## config.mk

```make
export PLATFORM = sky130hd
export DESIGN_NAME = dmem_arbiter_flat
export DESIGN_NICKNAME = d
export VERILOG_FILES = /design/src/rtl/dmem_pkg.sv /design/src/rtl/dmem_arbiter_if.sv /design/src/rtl/rr_pick2.sv /design/src/rtl/dmem_arbiter.sv /design/src/flat_wrapper.sv
export SDC_FILE = /design/constraint.sdc
export NUM_CORES = 1
export LEC_CHECK = 0
export ABC_CLOCK_PERIOD_IN_PS = 1360
export CORE_MARGIN = 2
export CORE_UTILIZATION = 55
export DETAILED_ROUTE_END_ITERATION = 10
export DONT_BUFFER_PORTS = 1
export GPL_TIMING_DRIVEN = 1
export PLACE_DENSITY = 0.73
export SYNTH_ARGS = -nofsm -noshare
export SYNTH_HDL_FRONTEND = slang
export SYNTH_SLANG_ARGS = --single-unit
```

## constraint.sdc

```tcl
create_clock -name clk -period 1.36 [get_ports clk]
set_input_delay 0.136 -clock clk [delete_from_list [all_inputs] [get_ports clk]]
set_output_delay 0.136 -clock clk [all_outputs]
set_load 0.05 [all_outputs]
```

## src/rtl/dmem_pkg.sv

```systemverilog
// Shared types and constants for the data-memory arbiter slice.
// Sequencer states, requester port ids and default bus widths.
package dmem_pkg;

    typedef enum logic [1:0] {
        IDLE,
        ISSUE,
        WAIT
    } state_e;

    localparam logic PORT_CORE = 1'b0;
    localparam logic PORT_DBG  = 1'b1;

    localparam int unsigned DEF_ADDR_W = 7;
    localparam int unsigned DEF_DATA_W = 8;

    // Wide enough for the largest supported memory latency (7).
    localparam int unsigned CNT_W = 3;

endpackage

```

## src/rtl/dmem_arbiter_if.sv

```systemverilog
// Requester handshakes for both ports plus the shared data-memory bus.
// slave = arbiter side, master = requesters and memory side.
interface dmem_arbiter_if #(
    parameter int unsigned ADDR_W = dmem_pkg::DEF_ADDR_W,
    parameter int unsigned DATA_W = dmem_pkg::DEF_DATA_W
);
    logic              req0;
    logic              we0;
    logic [ADDR_W-1:0] addr0;
    logic [DATA_W-1:0] wdata0;
    logic              gnt0;
    logic              done0;
    logic [DATA_W-1:0] rdata0;

    logic              req1;
    logic              we1;
    logic [ADDR_W-1:0] addr1;
    logic [DATA_W-1:0] wdata1;
    logic              gnt1;
    logic              done1;
    logic [DATA_W-1:0] rdata1;

    logic [ADDR_W-1:0] mem_addr;
    logic [DATA_W-1:0] mem_din;
    logic              mem_read;
    logic              mem_write;
    logic [DATA_W-1:0] mem_dout;
    logic              busy;

    modport slave (
        input  req0, we0, addr0, wdata0,
        input  req1, we1, addr1, wdata1,
        input  mem_dout,
        output gnt0, done0, rdata0,
        output gnt1, done1, rdata1,
        output mem_addr, mem_din, mem_read, mem_write, busy
    );

    modport master (
        output req0, we0, addr0, wdata0,
        output req1, we1, addr1, wdata1,
        output mem_dout,
        input  gnt0, done0, rdata0,
        input  gnt1, done1, rdata1,
        input  mem_addr, mem_din, mem_read, mem_write, busy
    );

endinterface

```

## src/rtl/rr_pick2.sv

```systemverilog
// Combinational two-way winner selection; the pointer register lives in the parent.
// A lone requester always wins; a tie goes to ptr_i, or port 0 when fixed_i is set.
module rr_pick2
    import dmem_pkg::*;
(
    input  logic req0_i,
    input  logic req1_i,
    input  logic ptr_i,
    input  logic fixed_i,
    output logic winner_o,
    output logic valid_o
);

    always_comb begin
        valid_o  = req0_i | req1_i;
        winner_o = PORT_CORE;
        if (req0_i && req1_i) begin
            winner_o = fixed_i ? PORT_CORE : ptr_i;
        end else if (req1_i) begin
            winner_o = PORT_DBG;
        end
    end

endmodule

```

## src/rtl/dmem_arbiter.sv

```systemverilog
// Two-port arbiter and sequencer owning all strobes of the 128x8 data memory.
// One transaction at a time: IDLE grants, ISSUE strobes for one cycle, WAIT covers memory latency.
module dmem_arbiter
    import dmem_pkg::*;
#(
    parameter int unsigned ADDR_W    = DEF_ADDR_W,
    parameter int unsigned DATA_W    = DEF_DATA_W,
    parameter int unsigned MEM_LAT   = 1,
    parameter int unsigned FIXED_PRI = 0
) (
    input  logic           clk,
    input  logic           rst,
    dmem_arbiter_if.slave  bus
);

    state_e             state_q, state_d;
    logic               win_q, win_d;
    logic               we_q, we_d;
    logic               ptr_q, ptr_d;
    logic [CNT_W-1:0]   cnt_q, cnt_d;
    logic               gnt0_q, gnt0_d, gnt1_q, gnt1_d;
    logic               done0_q, done0_d, done1_q, done1_d;
    logic               mem_read_q, mem_read_d, mem_write_q, mem_write_d;
    logic [ADDR_W-1:0]  mem_addr_q, mem_addr_d;
    logic [DATA_W-1:0]  mem_din_q, mem_din_d;
    logic [DATA_W-1:0]  rdata0_q, rdata0_d, rdata1_q, rdata1_d;
    logic               busy_q, busy_d;

    logic pick_win, pick_valid, sel_we;

    rr_pick2 u_pick (
        .req0_i   (bus.req0),
        .req1_i   (bus.req1),
        .ptr_i    (ptr_q),
        .fixed_i  (FIXED_PRI != 0),
        .winner_o (pick_win),
        .valid_o  (pick_valid)
    );

    assign sel_we = (pick_win == PORT_DBG) ? bus.we1 : bus.we0;

    always_comb begin
        state_d     = state_q;
        win_d       = win_q;
        we_d        = we_q;
        ptr_d       = ptr_q;
        cnt_d       = cnt_q;
        gnt0_d      = 1'b0;
        gnt1_d      = 1'b0;
        done0_d     = 1'b0;
        done1_d     = 1'b0;
        mem_read_d  = 1'b0;
        mem_write_d = 1'b0;
        mem_addr_d  = mem_addr_q;
        mem_din_d   = mem_din_q;
        rdata0_d    = rdata0_q;
        rdata1_d    = rdata1_q;

        case (state_q)
            IDLE: begin
                if (pick_valid) begin
                    win_d       = pick_win;
                    we_d        = sel_we;
                    gnt0_d      = (pick_win == PORT_CORE);
                    gnt1_d      = (pick_win == PORT_DBG);
                    mem_addr_d  = (pick_win == PORT_DBG) ? bus.addr1 : bus.addr0;
                    mem_din_d   = (pick_win == PORT_DBG) ? bus.wdata1 : bus.wdata0;
                    mem_read_d  = !sel_we;
                    mem_write_d = sel_we;
                    state_d     = ISSUE;
                end
            end
            ISSUE: begin
                cnt_d   = CNT_W'(MEM_LAT);
                state_d = WAIT;
            end
            WAIT: begin
                // The counter value 1 marks the edge where mem_dout is valid.
                if (cnt_q == CNT_W'(1)) begin
                    if (!we_q) begin
                        if (win_q == PORT_DBG) rdata1_d = bus.mem_dout;
                        else                   rdata0_d = bus.mem_dout;
                    end
                    done0_d = (win_q == PORT_CORE);
                    done1_d = (win_q == PORT_DBG);
                    if (FIXED_PRI == 0) ptr_d = ~win_q;
                    state_d = IDLE;
                end else begin
                    cnt_d = cnt_q - 1'b1;
                end
            end
            default: state_d = IDLE;
        endcase

        busy_d = (state_d != IDLE);
    end

    always_ff @(posedge clk) begin
        if (rst) begin
            state_q     <= IDLE;
            win_q       <= PORT_CORE;
            we_q        <= 1'b0;
            ptr_q       <= PORT_CORE;
            cnt_q       <= '0;
            gnt0_q      <= 1'b0;
            gnt1_q      <= 1'b0;
            done0_q     <= 1'b0;
            done1_q     <= 1'b0;
            mem_read_q  <= 1'b0;
            mem_write_q <= 1'b0;
            mem_addr_q  <= '0;
            mem_din_q   <= '0;
            rdata0_q    <= '0;
            rdata1_q    <= '0;
            busy_q      <= 1'b0;
        end else begin
            state_q     <= state_d;
            win_q       <= win_d;
            we_q        <= we_d;
            ptr_q       <= ptr_d;
            cnt_q       <= cnt_d;
            gnt0_q      <= gnt0_d;
            gnt1_q      <= gnt1_d;
            done0_q     <= done0_d;
            done1_q     <= done1_d;
            mem_read_q  <= mem_read_d;
            mem_write_q <= mem_write_d;
            mem_addr_q  <= mem_addr_d;
            mem_din_q   <= mem_din_d;
            rdata0_q    <= rdata0_d;
            rdata1_q    <= rdata1_d;
            busy_q      <= busy_d;
        end
    end

    assign bus.gnt0      = gnt0_q;
    assign bus.gnt1      = gnt1_q;
    assign bus.done0     = done0_q;
    assign bus.done1     = done1_q;
    assign bus.rdata0    = rdata0_q;
    assign bus.rdata1    = rdata1_q;
    assign bus.mem_addr  = mem_addr_q;
    assign bus.mem_din   = mem_din_q;
    assign bus.mem_read  = mem_read_q;
    assign bus.mem_write = mem_write_q;
    assign bus.busy      = busy_q;

endmodule

```

## src/flat_wrapper.sv

```systemverilog
// flat-port wrapper written by rule: the top's interface ports become plain ports
module dmem_arbiter_flat import dmem_pkg::*;
#(
    parameter int unsigned ADDR_W    = DEF_ADDR_W,
    parameter int unsigned DATA_W    = DEF_DATA_W,
    parameter int unsigned MEM_LAT   = 1,
    parameter int unsigned FIXED_PRI = 0
)
  (clk, rst, bus_req0, bus_we0, bus_addr0, bus_wdata0, bus_req1, bus_we1, bus_addr1, bus_wdata1, bus_mem_dout, bus_gnt0, bus_done0, bus_rdata0, bus_gnt1, bus_done1, bus_rdata1, bus_mem_addr, bus_mem_din, bus_mem_read, bus_mem_write, bus_busy);
  dmem_arbiter_if #(.ADDR_W(ADDR_W), .DATA_W(DATA_W)) bus_i ();
  input  logic clk;
  input  logic rst;
  input wire logic [$bits(bus_i.req0)-1:0] bus_req0;
  input wire logic [$bits(bus_i.we0)-1:0] bus_we0;
  input wire logic [$bits(bus_i.addr0)-1:0] bus_addr0;
  input wire logic [$bits(bus_i.wdata0)-1:0] bus_wdata0;
  input wire logic [$bits(bus_i.req1)-1:0] bus_req1;
  input wire logic [$bits(bus_i.we1)-1:0] bus_we1;
  input wire logic [$bits(bus_i.addr1)-1:0] bus_addr1;
  input wire logic [$bits(bus_i.wdata1)-1:0] bus_wdata1;
  input wire logic [$bits(bus_i.mem_dout)-1:0] bus_mem_dout;
  output wire logic [$bits(bus_i.gnt0)-1:0] bus_gnt0;
  output wire logic [$bits(bus_i.done0)-1:0] bus_done0;
  output wire logic [$bits(bus_i.rdata0)-1:0] bus_rdata0;
  output wire logic [$bits(bus_i.gnt1)-1:0] bus_gnt1;
  output wire logic [$bits(bus_i.done1)-1:0] bus_done1;
  output wire logic [$bits(bus_i.rdata1)-1:0] bus_rdata1;
  output wire logic [$bits(bus_i.mem_addr)-1:0] bus_mem_addr;
  output wire logic [$bits(bus_i.mem_din)-1:0] bus_mem_din;
  output wire logic [$bits(bus_i.mem_read)-1:0] bus_mem_read;
  output wire logic [$bits(bus_i.mem_write)-1:0] bus_mem_write;
  output wire logic [$bits(bus_i.busy)-1:0] bus_busy;
  assign bus_i.req0 = bus_req0;
  assign bus_i.we0 = bus_we0;
  assign bus_i.addr0 = bus_addr0;
  assign bus_i.wdata0 = bus_wdata0;
  assign bus_i.req1 = bus_req1;
  assign bus_i.we1 = bus_we1;
  assign bus_i.addr1 = bus_addr1;
  assign bus_i.wdata1 = bus_wdata1;
  assign bus_i.mem_dout = bus_mem_dout;
  assign bus_gnt0 = bus_i.gnt0;
  assign bus_done0 = bus_i.done0;
  assign bus_rdata0 = bus_i.rdata0;
  assign bus_gnt1 = bus_i.gnt1;
  assign bus_done1 = bus_i.done1;
  assign bus_rdata1 = bus_i.rdata1;
  assign bus_mem_addr = bus_i.mem_addr;
  assign bus_mem_din = bus_i.mem_din;
  assign bus_mem_read = bus_i.mem_read;
  assign bus_mem_write = bus_i.mem_write;
  assign bus_busy = bus_i.busy;
  dmem_arbiter #(.ADDR_W(ADDR_W), .DATA_W(DATA_W), .MEM_LAT(MEM_LAT), .FIXED_PRI(FIXED_PRI)) u_core (.clk(clk), .rst(rst), .bus(bus_i));
endmodule
```

# Yosys cells after proc, flatten, opt, wreduce, memory -nomap -nowiden
# Index checks and enable logic that the tools add are counted.
[op_classes]
addsub = 1
multipliers = 0
div = 0
magnitude_cmp = 0
eq_ne = 4
shifts = 0
mux = 10
n_bitwise = 8
reduce_logical = 12
[op_table]
columns = ["op", "n"]
rows = [
  ["$mux W8", 1],
  ["$reduce_and A4 Y1", 2],
  ["$mux W7", 1],
  ["$not A1 Y1", 7],
  ["$pmux W2 S3", 1],
  ["$pmux W3 S2", 1],
  ["$reduce_and A2 Y1", 3],
  ["$reduce_or A3 Y1", 2],
  ["$mux W2", 2],
  ["$reduce_bool A2 Y1", 2],
  ["$eq A3 B1 Y1 const B", 1],
  ["$mux W1", 3],
  ["$mux W3", 1],
  ["$sub A3 B1 Y3 const B", 1],
  ["$eq A2 B1 Y1 const B", 1],
  ["$eq A2 B2 Y1 const B", 1],
  ["$logic_not A2 Y1", 1],
  ["$ne A2 B2 Y1 const B", 1],
  ["$logic_and A1 B1 Y1", 1],
  ["$logic_not A1 Y1", 1],
  ["$or A1 B1 Y1", 1],
]
[word_totals]
register_bits = 46
latch_bits = 0
ramBits = 0
romBits = 0
in_bits = 44
elab_cells = 51
memories = 0

# Logic depth before layout (Yosys ltp)
# Gate-level depths: netlist of run 1.
[depth]
word_depth = 4
ltp_mapped = 6
mapped_depth_nobuf = 5

# Cells and area by module
# A second synthesis of run 1 with hierarchy kept.
[unflattened]
cells_unflattened = 195
area_unflattened_um2 = 1981.9
[by_module_without_submodules]
columns = ["mod", "n_inst", "cells_each", "area_per_inst_um2", "seq_area_each_um2"]
rows = [
  ["dmem_arbiter", 1, 192, 1961.9, 920.9],
  ["rr_pick2", 1, 3, 20.0, 0.0],
]

# Worst setup path after synthesis of run 1
# OpenSTA, ideal clock, no wires.
[synth_path]
path_type = "reg-to-reg"
from = "register u_core.cnt_q[0]"
to = "register u_core.rdata0_q[3], in the netlist u_core.bus.rdata0[3]"
setup_ps = 120
arrival_ps = 1319
required_time_ps = 1240
path_slack_ps = -79
path_stages_with_launch = 6
n_path_buf = 1
cell_sequence = "dfxtp_1 -> ha_1 -> nand4bb_4 -> or3_1 -> buf_2 -> mux2i_1"
[synth_between]
elab_chain_cells = 2
[synth_lines]
columns = ["element", "line_no", "source"]
rows = [
  ["from (decl)", "dmem_arbiter.sv:20", "logic [CNT_W-1:0] cnt_q, cnt_d;"],
  ["from (signal assigned)", "dmem_arbiter.sv:121", "cnt_q <= cnt_d;"],
  ["$eq A3 B1 Y1", "dmem_arbiter.sv:79", "if (cnt_q == CNT_W'(1)) begin"],
  ["$reduce_and A4 Y1 (no source line)", "--", ""],
  ["to (signal assigned)", "dmem_arbiter.sv:130", "rdata0_q <= rdata0_d;"],
  ["to (decl)", "dmem_arbiter.sv:26", "logic [DATA_W-1:0] rdata0_q, rdata0_d, rdata1_q, rdata1_d;"],
]
# No other way between the ends.
# A chain may end at the register's enable or synchronous reset.

# Worst setup path in the final report of run 1
[layout_path]
from = "register u_core.cnt_q[1]"
to = "register u_core.rdata0_q[6], in the netlist u_core.bus.rdata0[6]"
# The elaborated chain is that of the path after synthesis.

==> results of run 1 <==
[worst max-delay path, delay by kind of cell (launching register included)]
family	cells	cell delay (ns)
flops	1	0.33
mux	1	0.19
simple gates	2	0.52
buf+inv	1	0.07
fa+ha+maj	1	0.16
[kinds of logic (layout without fill, tap and decap cells)]
logic type | Yosys count | in the layout | share of synthesized area (%)
AND/OR/NAND/NOR | 76 | 76 | 21.7
flip-flops | 46 | 46 | 42.6
multiplexers | 16 | 16 | 7.41
buffers and inverters | 25 | 58 | 6.25
adder cells (fa/ha/maj) | 2 | 2 | 1.16
AO/OA/AOI/OAI | 61 | 61 | 20.8
[cell usage in the layout, fill, tap and decap left out, types with 2 or more instances in the layout]
master     n
a21oi_1   20
a311oi_1   6
a311oi_2  11
and2_4     2
buf_4     45
buf_6      2
clkbuf_8   6
dfxtp_1   44
dfxtp_2    2
ha_4       2
mux2i_1   16
nand2_1    5
nand2b_1  29
nand3_1   17
nor2_1     2
nor2b_1    6
nor3_1     2
nor3_2     2
nor3b_1    3
o21ai_0   10
o21ai_1    7
[flip-flops by register name, indices dropped and copies added, names as in the netlist]
register	flops
u_core.bus.busy	1
u_core.bus.done0	1
u_core.bus.done1	1
u_core.bus.gnt0	1
u_core.bus.gnt1	1
u_core.bus.mem_addr	7
u_core.bus.mem_din	8
u_core.bus.mem_read	1
u_core.bus.mem_write	1
u_core.bus.rdata0	8
u_core.bus.rdata1	8
u_core.cnt_q	3
u_core.ptr_q	1
u_core.state_q	2
u_core.we_q	1
u_core.win_q	1
[metrics by stage]
step | util, % | power [uW]
2_1_floorplan | - | 2230
3_3_place_gp | 66.1 | 2370
3_5_place_dp | 66.1 | 2400
4_1_cts | 69.7 | 3230
5_1_grt | 70.9 | 3410
6_report | 70.9 | 3270
[what timing repair did]
item	in CTS	in global routing
endpoints found under the setup margin	13	24
hold endpoints to repair	29	0
pin swaps	1	0
buffers inserted	1	0
hold buffers	2	0
resized for setup	4	20
[layout make-up]
| class | instances | area (sq um) |
|---|---|---|
| Multi-Input combinational cell | 155 | 1160 |
| Fill cell | 297 | 1080 |
| Sequential cell | 46 | 923 |
| Timing Repair Buffer | 49 | 390 |
| Clock buffer | 6 | 82.6 |
| Tap cell | 48 | 60.1 |
| Inverter | 3 | 13.8 |
[power groups by stage]
stage | clock network [uW] | logic (uW) | registers, uW
floorplan | 0 | 428 | 1800
global placement | 0 | 781 | 1590
CTS | 822 | 844 | 1570
global route | 893 | 939 | 1580
detailed placement | 0 | 811 | 1590
finish | 822 | 881 | 1570
[final timing paths]
path,startpoint,to,cells past startpoint
worst max-delay path,u_core.cnt_q[1],u_core.bus.rdata0[6],5
worst min-delay path,bus_req1,u_core.bus.mem_addr[1],2
worst max register to register,u_core.cnt_q[1],u_core.bus.rdata0[6],5
worst min register to register,u_core.bus.rdata0[7],u_core.bus.rdata0[7],2
[layer usage]
| layer | up-vias | GRT usage [%] |
|---|---|---|
| li1 | 879 | - |
| met1 | 849 | 28.4 |
| met2 | 68 | 44.0 |
| met3 | 5 | 6.93 |
| met4 | 0 | 9.18 |
| met5 | - | 0 |
==> flow_summary_export.csv, run 1 <==
group,metric,value,unit
power_and_ir_drop,power_frac_comb,26.9,%
route,wire_per_inst,17.1,um
yosys,synth-seq-cells,46,
global_route,grt_pass1_vias,1835,
floorplan,coreArea,3720,sq um
route,route.vias.total,1801,
cells_and_area,syn2layout_area_growth,21.9,%
yosys,synth-async-reset-ratio,0,%
timing,fin_ws,0.00171,ns
timing,setup_tns,0,ns
timing,final_max_slew_viol_count,0,
yosys,synth.top_cell.area_share,42.6,%
power_and_ir_drop,vdd_drop_max,0.659,mV
worst_setup_path,worst_path_max_delay_cell,"or3_4",
route,finalWirelength,5.26,mm
flow_run,maxCapViolCount,0,
global_route,grt_max_degree,30,
worst_setup_path,end_kind,"register",
timing,finalHoldViolations,0,
power_and_ir_drop,swShare,33.3,%
route,route.met3.wl,344,um
floorplan,die_y,66.7,um
yosys,yosysWarnings,0,
yosys,syn_area_per_cell,9.56,sq um
yosys,syn-instance-count,226,
timing,tightestPinTransition,0.501,ns
cells_and_area,final_area,2640,sq um
global_route,grt_overflow_total,0,
cts,cts_buffers,5,
yosys,synth_ff_type,"dfxtp_1",
global_route,grt_use_total,24.9,%
route,wl_met2,2.72,mm
placement,dp_hpwl,3.74,mm
route,drc,0,
floorplan,io_pins,82,
power_and_ir_drop,p_clk_share,25.1,%
cells_and_area,drive_above_1_share,32.0,%
floorplan,start_util,58.1,%
timing,setup_viol,0,
yosys,netlist_area,2160,sq um
route,ant_nets,0,
timing,finalCriticalPeriod,1.36,ns
timing,max-slew-margin-rel,66.5,%
power_and_ir_drop,p_sw,1090,uW
worst_setup_path,crit_chain,"inv_2, ha_4, nand4bb_4, or3_4, mux2i_1",
cts,cts_tree,"built",
placement,post-place-ws,-0.0718,ns
worst_setup_path,cp-start-kind,"register",
cts,htreeDepth,2,
worst_setup_path,r2r_slack,0.002,ns
route,drt-met1-wl,2.14,mm
yosys,synth_edf_count,0,
floorplan,die_w,66.7,um
cells_and_area,antennaDiodeCount,0,
worst_setup_path,arrival,1.57,ns
worst_setup_path,crit_fanout,5,
cts,insertion_delay,0.30,ns
yosys,synth_cell_types,35,
worst_setup_path,worstPathRequired,1.58,ns
hold_path,min_path_type,"input pin to register",
placement,placedCellCount,298,
yosys,synth_common_cells,"46 x dfxtp_1, 29 x nand2b_1, 21 x a21oi_1, 17 x nand3_1, 17 x o21ai_0",
timing,rsz0062_at_grt,"yes",
floorplan,dieArea,4450,sq um
cts,clk_path_buf_depth,2,
power_and_ir_drop,seqPwrFrac,48.0,%
timing,fmax,0.736,GHz
cts,numClockSinks,46,
yosys,synth_top_area_cell,"dfxtp_1",
cells_and_area,layoutNonFillerInstCount,307,
floorplan,num_rows,22,
global_route,antenna_found_initial,0,
yosys,synth_top_cells_by_area,"dfxtp_1 43%, nand2b_1 8.4%, mux2i_1 7.4%",
placement,placed_cell_area,2460,sq um
route,routed_via_density,5.87,
worst_setup_path,worstSetupPathType,"register to register",
route,highest_layer,"met4",
placement,routabilityCongestion,0.722,
timing,holdWs,0.00440,ns
yosys,syn_nets,272,
yosys,ys_seq_area_share,42.6,%
cts,clk_pin_slew,0.08,ns
power_and_ir_drop,p_int,2180,uW
run_status,status,"finished clean",
power_and_ir_drop,p_per_area,1240,nW/um^2
cts,cts_root_buf,"clkbuf_8",
timing,clock-skew-final,0.00632,ns
cells_and_area,finalNetCount,306,
global_route,grt_pass1_wl,8.29,mm
yosys,yosys.cell_count.top_type,"dfxtp_1",
placement,port_buffers,0,
route,drt-pass1-iter-count,4,
worst_setup_path,cp_slowest_stage_delay,0.40,ns
power_and_ir_drop,power_leakage,0.00104,uW
timing,post-route-period-util,99.9,%
route,first_iter_violations,83,
Power figures use the tool's default switching activity.
==> run 2, diff against run 1 <==
- CTS_CLUSTER_DIAMETER: default -> 100
==> results of run 2 <==
Same layout as run 1: the final DEF is identical, and so are final timing and power.
